**src/rtl/sipo_frame_rx_pkg.sv**
```systemverilog
// Shared definitions for the serial frame receiver: FSM state encoding and parity sense constants.
package sipo_frame_rx_pkg;

    typedef enum logic [1:0] {
        IDLE   = 2'd0,
        DATA   = 2'd1,
        PARITY = 2'd2,
        STOP   = 2'd3
    } rx_state_e;

    localparam logic PARITY_EVEN = 1'b0;
    localparam logic PARITY_ODD  = 1'b1;

endpackage

```
**src/rtl/rx_out_buf.sv**
```systemverilog
// One-entry output holding register; a load appears on dout the cycle after the stop edge.
// Backpressure: a load while full and not draining is dropped and flagged by a one-cycle overrun pulse.
module rx_out_buf #(
    parameter int WIDTH = 8
) (
    input  logic             clk,
    input  logic             reset,
    input  logic             load,
    input  logic [WIDTH-1:0] load_dat,
    input  logic             load_perr,
    output logic [WIDTH-1:0] dout,
    output logic             dout_valid,
    input  logic             dout_ready,
    output logic             parity_err,
    output logic             overrun
);

    logic drain;
    logic accept;

    assign drain  = dout_valid && dout_ready;
    // A drain on the same edge frees the slot, so the new word may replace the old one.
    assign accept = load && (!dout_valid || dout_ready);

    always_ff @(posedge clk) begin
        if (!reset) begin
            dout       <= '0;
            dout_valid <= 1'b0;
            parity_err <= 1'b0;
            overrun    <= 1'b0;
        end else begin
            overrun <= load && !accept;
            if (accept) begin
                dout       <= load_dat;
                parity_err <= load_perr;
                dout_valid <= 1'b1;
            end else if (drain) begin
                dout_valid <= 1'b0;
            end
        end
    end

endmodule

```
**src/rtl/sipo_frame_rx.sv**
```systemverilog
// Serial frame receiver: start, WIDTH data bits MSB first, optional parity, stop; word visible the cycle after the stop edge.
// Backpressure: one-entry buffer with valid/ready; frames arriving while it is full are dropped with an overrun pulse.
module sipo_frame_rx #(
    parameter int WIDTH      = 8,
    parameter int PARITY_EN  = 1,
    parameter int PARITY_ODD = 0
) (
    input  logic             clk,
    input  logic             reset,
    input  logic             din,
    output logic [WIDTH-1:0] dout,
    output logic             dout_valid,
    input  logic             dout_ready,
    output logic             parity_err,
    output logic             framing_err,
    output logic             overrun,
    output logic             busy
);
    import sipo_frame_rx_pkg::*;

    localparam int             CW        = $clog2(WIDTH + 1);
    localparam logic [CW-1:0]  LAST      = CW'(WIDTH - 1);
    localparam logic           ODD_SENSE = (PARITY_ODD != 0) ? sipo_frame_rx_pkg::PARITY_ODD
                                                             : sipo_frame_rx_pkg::PARITY_EVEN;

    rx_state_e        state, state_nxt;
    logic [CW-1:0]    cnt, cnt_nxt;
    logic [WIDTH-1:0] shreg, shreg_nxt;
    logic             par_bit, par_nxt;
    logic             frame_good;
    logic             frame_bad;
    logic             calc_perr;

    always_ff @(posedge clk) begin
        if (!reset) begin
            state       <= IDLE;
            cnt         <= '0;
            shreg       <= '0;
            par_bit     <= 1'b0;
            framing_err <= 1'b0;
        end else begin
            state       <= state_nxt;
            cnt         <= cnt_nxt;
            shreg       <= shreg_nxt;
            par_bit     <= par_nxt;
            framing_err <= frame_bad;
        end
    end

    always_comb begin
        state_nxt  = state;
        cnt_nxt    = cnt;
        shreg_nxt  = shreg;
        par_nxt    = par_bit;
        frame_good = 1'b0;
        frame_bad  = 1'b0;
        case (state)
            IDLE: begin
                if (din) begin
                    state_nxt = DATA;
                    cnt_nxt   = '0;
                end
            end
            DATA: begin
                shreg_nxt = {shreg[WIDTH-2:0], din};
                cnt_nxt   = cnt + CW'(1);
                if (cnt == LAST) begin
                    state_nxt = (PARITY_EN != 0) ? PARITY : STOP;
                end
            end
            PARITY: begin
                par_nxt   = din;
                state_nxt = STOP;
            end
            STOP: begin
                // Line idles low, so a low stop bit marks a well-formed frame.
                frame_good = ~din;
                frame_bad  = din;
                state_nxt  = IDLE;
            end
            default: state_nxt = IDLE;
        endcase
    end

    assign calc_perr = (PARITY_EN != 0) ? ((^shreg) ^ par_bit ^ ODD_SENSE) : 1'b0;
    assign busy      = (state != IDLE);

    rx_out_buf #(
        .WIDTH(WIDTH)
    ) u_out_buf (
        .clk        (clk),
        .reset      (reset),
        .load       (frame_good),
        .load_dat   (shreg),
        .load_perr  (calc_perr),
        .dout       (dout),
        .dout_valid (dout_valid),
        .dout_ready (dout_ready),
        .parity_err (parity_err),
        .overrun    (overrun)
    );

endmodule

```
**config.mk**
```make
export PLATFORM = sky130hd
export DESIGN_NAME = sipo_frame_rx
export DESIGN_NICKNAME = d
export VERILOG_FILES = /design/src/rtl/sipo_frame_rx_pkg.sv /design/src/rtl/rx_out_buf.sv /design/src/rtl/sipo_frame_rx.sv
export SDC_FILE = /design/constraint.sdc
export NUM_CORES = 1
export LEC_CHECK = 0
export BUFFER_PORTS_ARGS = -buffer_cell sky130_fd_sc_hd__buf_2
export CAP_MARGIN = 10
export CORE_UTILIZATION = 35
export CTS_CLUSTER_SIZE = 25
export DETAILED_ROUTE_END_ITERATION = 6
export HOLD_SLACK_MARGIN = 0.08
export PLACE_DENSITY_LB_ADDON = 0.15
export REMOVE_ABC_BUFFERS = 1
export SYNTH_ARGS = -nofsm -noshare
export SYNTH_HDL_FRONTEND = slang
export SYNTH_SLANG_ARGS = --single-unit
```
**constraint.sdc**
```tcl
create_clock -name clk -period 1.5 [get_ports clk]
set_input_delay 0 -clock clk [delete_from_list [all_inputs] [get_ports clk]]
set_output_delay 0 -clock clk [all_outputs]
set_load 0.005 [all_outputs]
```
# ---- Yosys cells after proc, flatten, opt, wreduce, memory -nomap -nowiden
# Index checks and enable logic that the tools add are counted.
# W data, S select, Z words.
dict set report op_classes {
  n_addsub 1
  eq_ne 6
  n_mux 8
  bitwise 2
  n_reduce_logical 14
}
# op count
set op_table {}
lappend op_table {{$pmux W2 S4} 1}
lappend op_table {{$pmux W4 S2} 1}
lappend op_table {{$reduce_xor A8 Y1} 1}
lappend op_table {{$reduce_and A2 Y1} 3}
lappend op_table {{$reduce_bool A2 Y1} 3}
lappend op_table {{$add A4 B1 Y4 const B} 1}
lappend op_table {{$eq A2 B2 Y1 const B} 2}
lappend op_table {{$eq A4 B3 Y1 const B} 1}
lappend op_table {{$mux W2} 2}
lappend op_table {{$mux W4} 1}
lappend op_table {{$ne A2 B2 Y1 const B} 2}
lappend op_table {{$logic_and A1 B1 Y1} 3}
lappend op_table {{$mux W1} 3}
lappend op_table {{$eq A2 B1 Y1 const B} 1}
lappend op_table {{$logic_not A1 Y1} 2}
lappend op_table {{$logic_not A2 Y1} 1}
lappend op_table {{$logic_or A1 B1 Y1} 1}
lappend op_table {{$not A1 Y1} 1}
lappend op_table {{$xor A1 B1 Y1} 1}
dict set report word_totals {
  register_bits 27
  inputBits 4
  word_cells 40
}

# ---- Depth between registers and ports, before layout
# Gate-level depths: netlist of the first run.
dict set report depth {
  word_depth 5
  depth_mapped 6
}

# ---- Modules after synthesis
# A second synthesis of the first run with hierarchy kept.
dict set report hier_totals {
  cells_unflattened 127
  hier_area_um2 1212.4
}
# mod instances cells_each area_per_inst_um2 seq_area_each_um2
set by_module_without_submodules {}
lappend by_module_without_submodules {sipo_frame_rx 1 82 775.7 320.3}
lappend by_module_without_submodules {rx_out_buf 1 45 436.7 220.2}

# ---- Worst setup path after synthesis of the first run
# OpenSTA, ideal clock, no wires.
dict set report synth_timing {
  path_kind {reg-to-reg}
  start {register state[0]}
  end {register state[1]}
  setup_time_ns 0.128
  arrival_ns 1.253
  required_ns 1.372
  setup_slack_ns 0.119
  path_stages_with_launch 7
  path_buffers 0
  period_less_slack_ns 1.381
  cell_sequence {dfxtp_1 -> inv_1 -> ha_1 -> nor2b_1 -> a21oi_1 -> mux2i_1 -> nor2_1}
}
dict set report synth_between {
  elab_chain_cells 3
  elab_cells_between_ends 8
}
# item line_no
set synth_lines {}
lappend synth_lines {{start, declared} sipo_frame_rx.sv:26} ;# rx_state_e state, state_nxt;
lappend synth_lines {{start signal, assigned} sipo_frame_rx.sv:42} ;# state <= state_nxt;
lappend synth_lines {{$eq A2 B1 Y1 or $logic_not A2 Y1 (tied branches)} sipo_frame_rx.sv:57} ;# case (state)
lappend synth_lines {{$ne A2 B2 Y1 (no source line)} -}
lappend synth_lines {{$reduce_and A2 Y1 (no source line)} -}
# Parallel ways exist; a longest one is shown, timed or not.
# A chain may end at the register's enable or synchronous reset.

# ---- Final worst setup path of the first run
dict set report layout_timing {
  start {register shreg[3]}
  end {register u_out_buf.parity_err}
}
dict set report layout_between {
  elab_chain_cells 2
}
# item line_no
set layout_lines {}
lappend layout_lines {{start, declared} sipo_frame_rx.sv:28} ;# logic [WIDTH-1:0] shreg, shreg_nxt;
lappend layout_lines {{start signal, assigned} sipo_frame_rx.sv:44} ;# shreg <= shreg_nxt;
lappend layout_lines {{$reduce_xor A8 Y1} sipo_frame_rx.sv:85} ;# assign calc_perr = (PARITY_EN != 0) ? ((^shreg) ^ par_bit ^ ODD_SENSE) : 1'b0;
lappend layout_lines {{$xor A1 B1 Y1} sipo_frame_rx.sv:85}
lappend layout_lines {{end signal, assigned} rx_out_buf.sv:35} ;# parity_err <= load_perr;
lappend layout_lines {{end, declared} rx_out_buf.sv:14} ;# output logic parity_err,
# Every way passes these cells.

==> results of run 1 <==
## worst max-delay path by stage
stage	cells past startpoint	to	slack [ps]
after global placement	6	state[1]	100
after global routing	7	cnt[1]	20
final	4	u_out_buf.parity_err	100
after detailed placement	6	state[1]	30
after CTS	6	state[1]	8
after floorplan	5	u_out_buf.parity_err	40
## cell usage after synthesis
library cell,count
dfxtp_1,27
nand2_1,19
nor2_1,14
a21oi_1,12
mux2i_1,10
ha_1,5
nand2b_1,4
inv_1,3
nor3_1,3
o21ai_1,3
xnor2_1,3
and2_1,2
and3_1,2
buf_1,2
clkbuf_1,2
inv_2,2
nand3b_1,2
nor2b_1,2
xor2_1,2
a211o_1,1
a211oi_1,1
a22oi_1,1
a32oi_1,1
buf_2,1
buf_4,1
nand3_1,1
nor4b_2,1
xnor3_1,1
## worst register-to-register path: stages (launching register included)
cell and delay, ps:
dfxtp_2 380, xor2_1 180, xnor3_1 450, nor4b_2 220, a211o_1 130
## power by group
part | switching [mW] | internal (mW)
logic | 0.317 | 0.303
clock network | 0.212 | 0.0999
registers | 0.0559 | 0.782
## cell families (layout without fill, tap and decap cells)
logic type      Yosys count  count (layout)
buf+inv                  11              36
compound gates           19              19
simple gates             50              50
xor+xnor                  6               6
flops                    27              27
fa+ha+maj                 5               5
mux                      10              10
## layer usage
metal | wire length (um) | track usage | part of all wire | vias up
li1 | - | - | - | 470
met1 | 1050 | 0.179 | 0.48 | 412
met2 | 1050 | 0.233 | 0.48 | 17
met3 | 62 | 0.0197 | 0.028 | 2
met4 | 22 | 0.0698 | 0.010 | 0
met5 | 0 | 0 | 0 | -
## cell type report
class | count | area (um^2)
multi-input cells | 90 | 583
repair buffers | 27 | 173
clock buffers | 3 | 22.5
fillers | 347 | 1700
inverters | 5 | 18.8
flip-flops and latches | 27 | 546
clock inverters | 1 | 5.00
well taps | 44 | 55.1
## registers in the layout, summed over array words and instances (netlist names)
register	count
shreg	8
u_out_buf.dout	8
cnt	4
state	2
framing_err	1
par_bit	1
u_out_buf.dout_valid	1
u_out_buf.overrun	1
u_out_buf.parity_err	1
## repair_timing
action                                  CTS  global route
endpoints found under the setup margin    0            13
endpoints found under the hold margin    12             0
hold buffers                              4             0
resized for setup                         0             8
## stage by stage
stage | cells | hold slack, ps
2_1_floorplan | 122 | 146
3_3_place_gp | 189 | 313
3_5_place_dp | 189 | 317
4_1_cts | 197 | 466
5_1_grt | 197 | 494
6_report | 197 | 461
## layout by cell type (no fill, tap or decap)
master | Yosys | final
a22oi_1 | 1 | 1
nor3_1 | 3 | 3
dlygate4sd3_1 | 0 | 4
nor2_1 | 14 | 14
nand3_1 | 1 | 1
nor2b_2 | 0 | 1
mux2i_1 | 10 | 10
and2_1 | 2 | 1
nor2b_1 | 2 | 1
inv_1 | 3 | 3
o21ai_1 | 3 | 3
nand2_1 | 19 | 18
dfxtp_2 | 0 | 4
nand2b_1 | 4 | 4
clkbuf_4 | 0 | 3
clkinv_2 | 0 | 1
a32oi_1 | 1 | 1
xor2_1 | 2 | 2
xnor3_1 | 1 | 1
inv_2 | 2 | 2
and3_1 | 2 | 2
ha_1 | 5 | 5
a21oi_1 | 12 | 11
a21oi_2 | 0 | 1
a211oi_1 | 1 | 1
nand3b_1 | 2 | 2
a211o_1 | 1 | 1
buf_4 | 1 | 7
dfxtp_1 | 27 | 23
xnor2_1 | 3 | 3
buf_2 | 1 | 16
and2_2 | 0 | 1
nand2_2 | 0 | 1
nor4b_2 | 1 | 1
==> flow_metrics.env, run 1 <==
export IMPL_hp_start="u_out_buf.dout[3]"
export IMPL_fmax_ghz=0.713
export IMPL_clock_tree_root_cell="clkbuf_4"
export IMPL_overflow=0
export IMPL_crit_family="XOR/XNOR gates"
export IMPL_finalHoldViolCount=0
export IMPL_ant_nets=0
export IMPL_synth_avg_cell_area_um2=9.06
export IMPL_maxSlewViolCount=0
export IMPL_synth_simple_area_share=0.204
export IMPL_setup_violations=0
export IMPL_die_area_um2=3550
export IMPL_dp_slack_ps=30.9
export IMPL_cts_sinks=27
export IMPL_antenna_found_initial=0
export IMPL_r2r_slack_ps=100
export IMPL_clk_pin_slew_worst_paths_ps=140
export IMPL_utilization=0.452
export IMPL_cts_max_level=1
export IMPL_final_area_um2=1400
export IMPL_grt_pass1_wl_mm=3.68
export IMPL_path_class="flip-flop to flip-flop"
export IMPL_synth_top_family_by_area="simple AND/OR/NAND/NOR gates"
export IMPL_worstPathArrival_ps=1670
export IMPL_drt_iter0_drc=13
export IMPL_wl_per_cell_um=11.1
export IMPL_ys_ff_latch=27
export IMPL_fp_coreArea_um2=3100
export IMPL_ys_types=28
export IMPL_clk_latency_ps=320
export IMPL_grt_max_degree=20
export IMPL_critPathCaptureType="flip-flop"
export IMPL_slew_headroom=0.807
export IMPL_synthAdderAreaFrac=0.0539
export IMPL_tns_ps=0
export IMPL_tritoncts="built"
export IMPL_num_nets_final=163
export IMPL_rsz0062_at_grt="no"
export IMPL_power_leakage_nw=0.609
export IMPL_ys_seq_area_frac=0.466
export IMPL_hold_class="flip-flop to flip-flop"
export IMPL_rr_worst_depth=4
export IMPL_cp_buffers_inverters=0
export IMPL_grt_usage=0.141
export IMPL_power_total_mw=1.77
export IMPL_regToRegEndpoint="u_out_buf.parity_err"
export IMPL_synth_area_um2=1160
export IMPL_gp_congestion=0.730
export IMPL_synth_compound_area_frac=0.0928
export IMPL_status="complete, no violations"
export IMPL_drive_gt1_frac=0.248
export IMPL_hold_end="u_out_buf.dout[3]"
export IMPL_diodes=0
export IMPL_synthMuxAreaShare=0.0863
export IMPL_synthToLayoutAreaGrowth_pct=20.9
export IMPL_tightest_slew_ps=287
export IMPL_cts_buffers=3
export IMPL_die_width_um=59.6
export IMPL_clock_skew_ps=10.0
export IMPL_hpwl_mm=1.59
export IMPL_vias=901
export IMPL_synthCells=128
export IMPL_port_buffers=16
export IMPL_finalWorstSetupSlack_ps=98.4
export IMPL_synth_xor_area_share=0.0572
export IMPL_p_per_area_nw_per_um2=1260
export IMPL_viasPerCell=4.57
export IMPL_cp_startpoint="shreg[3]"
export IMPL_cp_slowest_cell="xnor3_1"
export IMPL_rows=20
export IMPL_ys_top_cells_by_area="dfxtp_1 (47%), mux2i_1 (8.6%), nand2_1 (6.1%), ha_1 (5.4%), a21oi_1 (5.2%)"
export IMPL_hold_depth=2
export IMPL_worst_path_max_fanout=4
export IMPL_synth_warnings=0
export IMPL_ios=17
export IMPL_cts_setup_buffers=0
export IMPL_clk_path_buf_depth=2
export IMPL_fin_crit_sh=0.934
export IMPL_placed_cell_area_um2=1320
export IMPL_netlist_area_leader_share=0.466
export IMPL_crit_chain="xor2_1, xnor3_1, nor4b_2, a211o_1"
export IMPL_cap_violations=0
export IMPL_cpPeakStageDelay_ps=450
export IMPL_wirelength_mm=2.19
export IMPL_drc=0
export IMPL_start_kind="flip-flop"
export IMPL_ir_worst_vdd_uv=625
export IMPL_required_ps=1770
export IMPL_grt_pass1_vias=833
export IMPL_synth_area_leader_cell="dfxtp_1"
export IMPL_die_height_um=59.6
export IMPL_r2r_start="shreg[3]"
export IMPL_drt_pass1_iterations=4
export IMPL_fin_crit_ps=1400
export IMPL_initial_core_util=0.374
No activity file was read; power rests on OpenSTA's default activity.
==> inputs of run 2 (changes only) <==
--- a/config.mk
+++ b/config.mk
@@ -5,6 +5,7 @@
 export SDC_FILE = /design/constraint.sdc
 export NUM_CORES = 1
 export LEC_CHECK = 0
+export ABC_AREA = 1
 export BUFFER_PORTS_ARGS = -buffer_cell sky130_fd_sc_hd__buf_2
 export CAP_MARGIN = 10
 export CORE_UTILIZATION = 35
==> flow_metrics.env, run 2 <==
export IMPL_status="complete, no violations"
export IMPL_tritoncts="built"
export IMPL_synth_avg_cell_area_um2=7.65
export IMPL_clock_tree_root_cell="clkbuf_4"
export IMPL_cts_max_level=1
export IMPL_rr_worst_depth=9
export IMPL_synth_top_family_by_area="compound AO/OA/AOI/OAI gates"
export IMPL_dp_cells=211
export IMPL_critPathCaptureType="flip-flop"
export IMPL_diodes=0
export IMPL_synth_area_um2=1160
export IMPL_fp_coreArea_um2=3100
export IMPL_nFillCells=343
export IMPL_synthToLayoutAreaGrowth_pct=18.6
export IMPL_power_leakage_nw=0.661
export IMPL_wirelength_mm=2.29
export IMPL_fin_crit_sh=0.925
export IMPL_ant_nets=0
export IMPL_synthMuxAreaShare=0
export IMPL_path_class="flip-flop to flip-flop"
export IMPL_rows=20
export IMPL_grt_pass1_vias=906
export IMPL_synth_area_leader_cell="dfxtp_1"
export IMPL_regToRegEndpoint="cnt[3]"
export IMPL_required_ps=1770
export IMPL_maxSlewViolCount=0
export IMPL_overflow=0
export IMPL_synth_most_common_cell="dfxtp_1"
export IMPL_mostFrequentLayoutCells="dfxtp_1 (25), nor2_1 (21), inv_1 (20), o21ai_0 (19), nand2_1 (17)"
export IMPL_port_buffers=16
export IMPL_pwr_share_seq=0.444
export IMPL_die_width_um=59.6
export IMPL_power_total_mw=2.32
export IMPL_clk_pin_slew_worst_paths_ps=150
export IMPL_use_met3=0.0262
export IMPL_slew_headroom=0.837
export IMPL_start_kind="flip-flop"
export IMPL_synthCells=152
export IMPL_die_area_um2=3560
export IMPL_ys_seq_area_frac=0.465
export IMPL_drt_pass1_iterations=4
export IMPL_r2r_start="state[0]"
export IMPL_grt_pass1_wl_mm=3.92
export IMPL_initial_core_util=0.375
export IMPL_clk_latency_ps=320
export IMPL_stdcell_count=221
export IMPL_drc=0
export IMPL_whs_ps=488
export IMPL_num_nets_final=187
export IMPL_hpwl_mm=1.66
export IMPL_ys_ff_latch=27
export IMPL_worst_path_max_fanout=4
export IMPL_die_height_um=59.6
export IMPL_r2r_slack_ps=110
export IMPL_cts_buffers=3
export IMPL_wl_per_cell_um=10.3
export IMPL_ir_worst_vdd_uv=807
export IMPL_viasPerCell=4.54
export IMPL_dominantRegCellSynth="dfxtp_1"
export IMPL_grt_max_degree=16
export IMPL_busiest_layer="met2"
export IMPL_clk_path_buf_depth=2
export IMPL_cp_endpoint="cnt[3]"
export IMPL_setup_violations=0
export IMPL_switching_share=0.407
export IMPL_netlist_area_leader_share=0.465
export IMPL_vias=1003
export IMPL_clkPwrFrac=0.137
export IMPL_ys_top_cells_by_area="dfxtp_1 (47%), o21ai_0 (8.6%), a21oi_1 (6.9%), nor2_1 (6.8%), inv_1 (6.5%)"
export IMPL_tightest_slew_ps=242
export IMPL_cts_sinks=27
export IMPL_synthAdderAreaFrac=0.0538
export IMPL_clock_skew_ps=2.85
export IMPL_hold_class="input port to flip-flop"
export IMPL_synth_simple_area_share=0.178
export IMPL_synth_warnings=0
export IMPL_synth_compound_area_frac=0.189
export IMPL_gp_congestion=0.718
export IMPL_worstPathArrival_ps=1650
export IMPL_power_switching_mw=0.944
export IMPL_ios=17
export IMPL_intPower_mw=1.37
export IMPL_ys_types=22
export IMPL_met1_usage=0.191
export IMPL_p_per_area_nw_per_um2=1680
export IMPL_layout_commonest_cell="dfxtp_1"
export IMPL_power_frac_comb=0.420
export IMPL_grt_util_met2=0.249
export IMPL_synth_xor_area_share=0.0226
export IMPL_finalHoldViolCount=0
export IMPL_reg_top3="shreg (8), u_out_buf.dout (8), cnt (4)"
export IMPL_cap_violations=0
export IMPL_grt_usage=0.148
export IMPL_drive_gt1_frac=0.192
export IMPL_synth_edf_count=0
export IMPL_synth_common_cells="dfxtp_1 (27), nor2_1 (21), inv_1 (20), o21ai_0 (20), nand2_1 (17)"
export IMPL_drt_iter0_drc=29
export IMPL_fmax_ghz=0.721
export IMPL_async_flop_share=0
export IMPL_cp_startpoint="state[0]"
export IMPL_antenna_found_initial=0
export IMPL_fin_crit_ps=1390
==> run 2: worst max-delay path, cell delays in order, from the launching register on <==
cell and delay, ps:
dfxtp_2 390, inv_1 70, ha_1 250, nand2_2 120
o21ai_2 90, inv_2 70, nand4_1 100, nand2_1 70
o21ai_0 70, nor2_1 100
==> run 2: cells by family after synthesis <==
kind of cell / Yosys count
compound gates: 42
fa+ha+maj: 5
buf+inv: 26
xor+xnor: 3
simple gates: 49
flops: 27
==> run 2: repair_timing <==
action | CTS | global route
gates resized for setup | 0 | 3
setup buffers | 0 | 3
endpoints found under the hold margin | 15 | 0
hold buffers | 3 | 0
endpoints found under the setup margin | 0 | 11
==> run 2: layer usage <==
| layer | up-vias | part of all wire |
|---|---|---|
| met5 | - | 0 |
| met4 | 0 | 0.0074 |
| met3 | 2 | 0.030 |
| met2 | 17 | 0.48 |
| met1 | 445 | 0.49 |
| li1 | 539 | - |
==> run 2: through the flow <==
step / utilization / area [um^2] / setup WS (ps) / setup TNS (ps)
floorplan: - / 1140 / 109 / 0
CTS: 0.436 / 1350 / 26.9 / 0
global placement: 0.418 / 1300 / 81.9 / 0
detailed placement: 0.418 / 1300 / 39.4 / 0
global route: 0.444 / 1380 / -1.36 / -2.34
finish: 0.444 / 1380 / 113 / 0
==> run 2: cell type report <==
type / count / area (um^2) / area share
multi-input cells: 99 / 515 / 0.374
flip-flops and latches: 27 / 543 / 0.394
repair buffers: 25 / 155 / 0.113
well taps: 44 / 55.1 / 0.0399
clock inverters: 1 / 5.00 / 0.00363
inverters: 22 / 82.6 / 0.0599
clock buffers: 3 / 22.5 / 0.0163
==> run 2: power groups by stage <==
stage	Sequential [mW]	Clock, mW	Combinational (mW)
final	1.03	0.317	0.972
after global routing	1.05	0.367	1.15
after CTS	1.02	0.340	0.973
after detailed placement	1.04	0	0.962
after global placement	1.03	0	0.934
after floorplan	1.01	0	0.706
==> run 2: how the worst min path moves through the flow <==
stage	start	cells after the start	slack [ps]	end
floorplan	reset	2	140	shreg[4]
global placement	dout_ready	4	300	u_out_buf.overrun
detailed placement	dout_ready	4	300	u_out_buf.overrun
CTS	dout_ready	5	480	u_out_buf.overrun
global route	dout_ready	5	480	u_out_buf.overrun
finish	dout_ready	5	490	u_out_buf.overrun
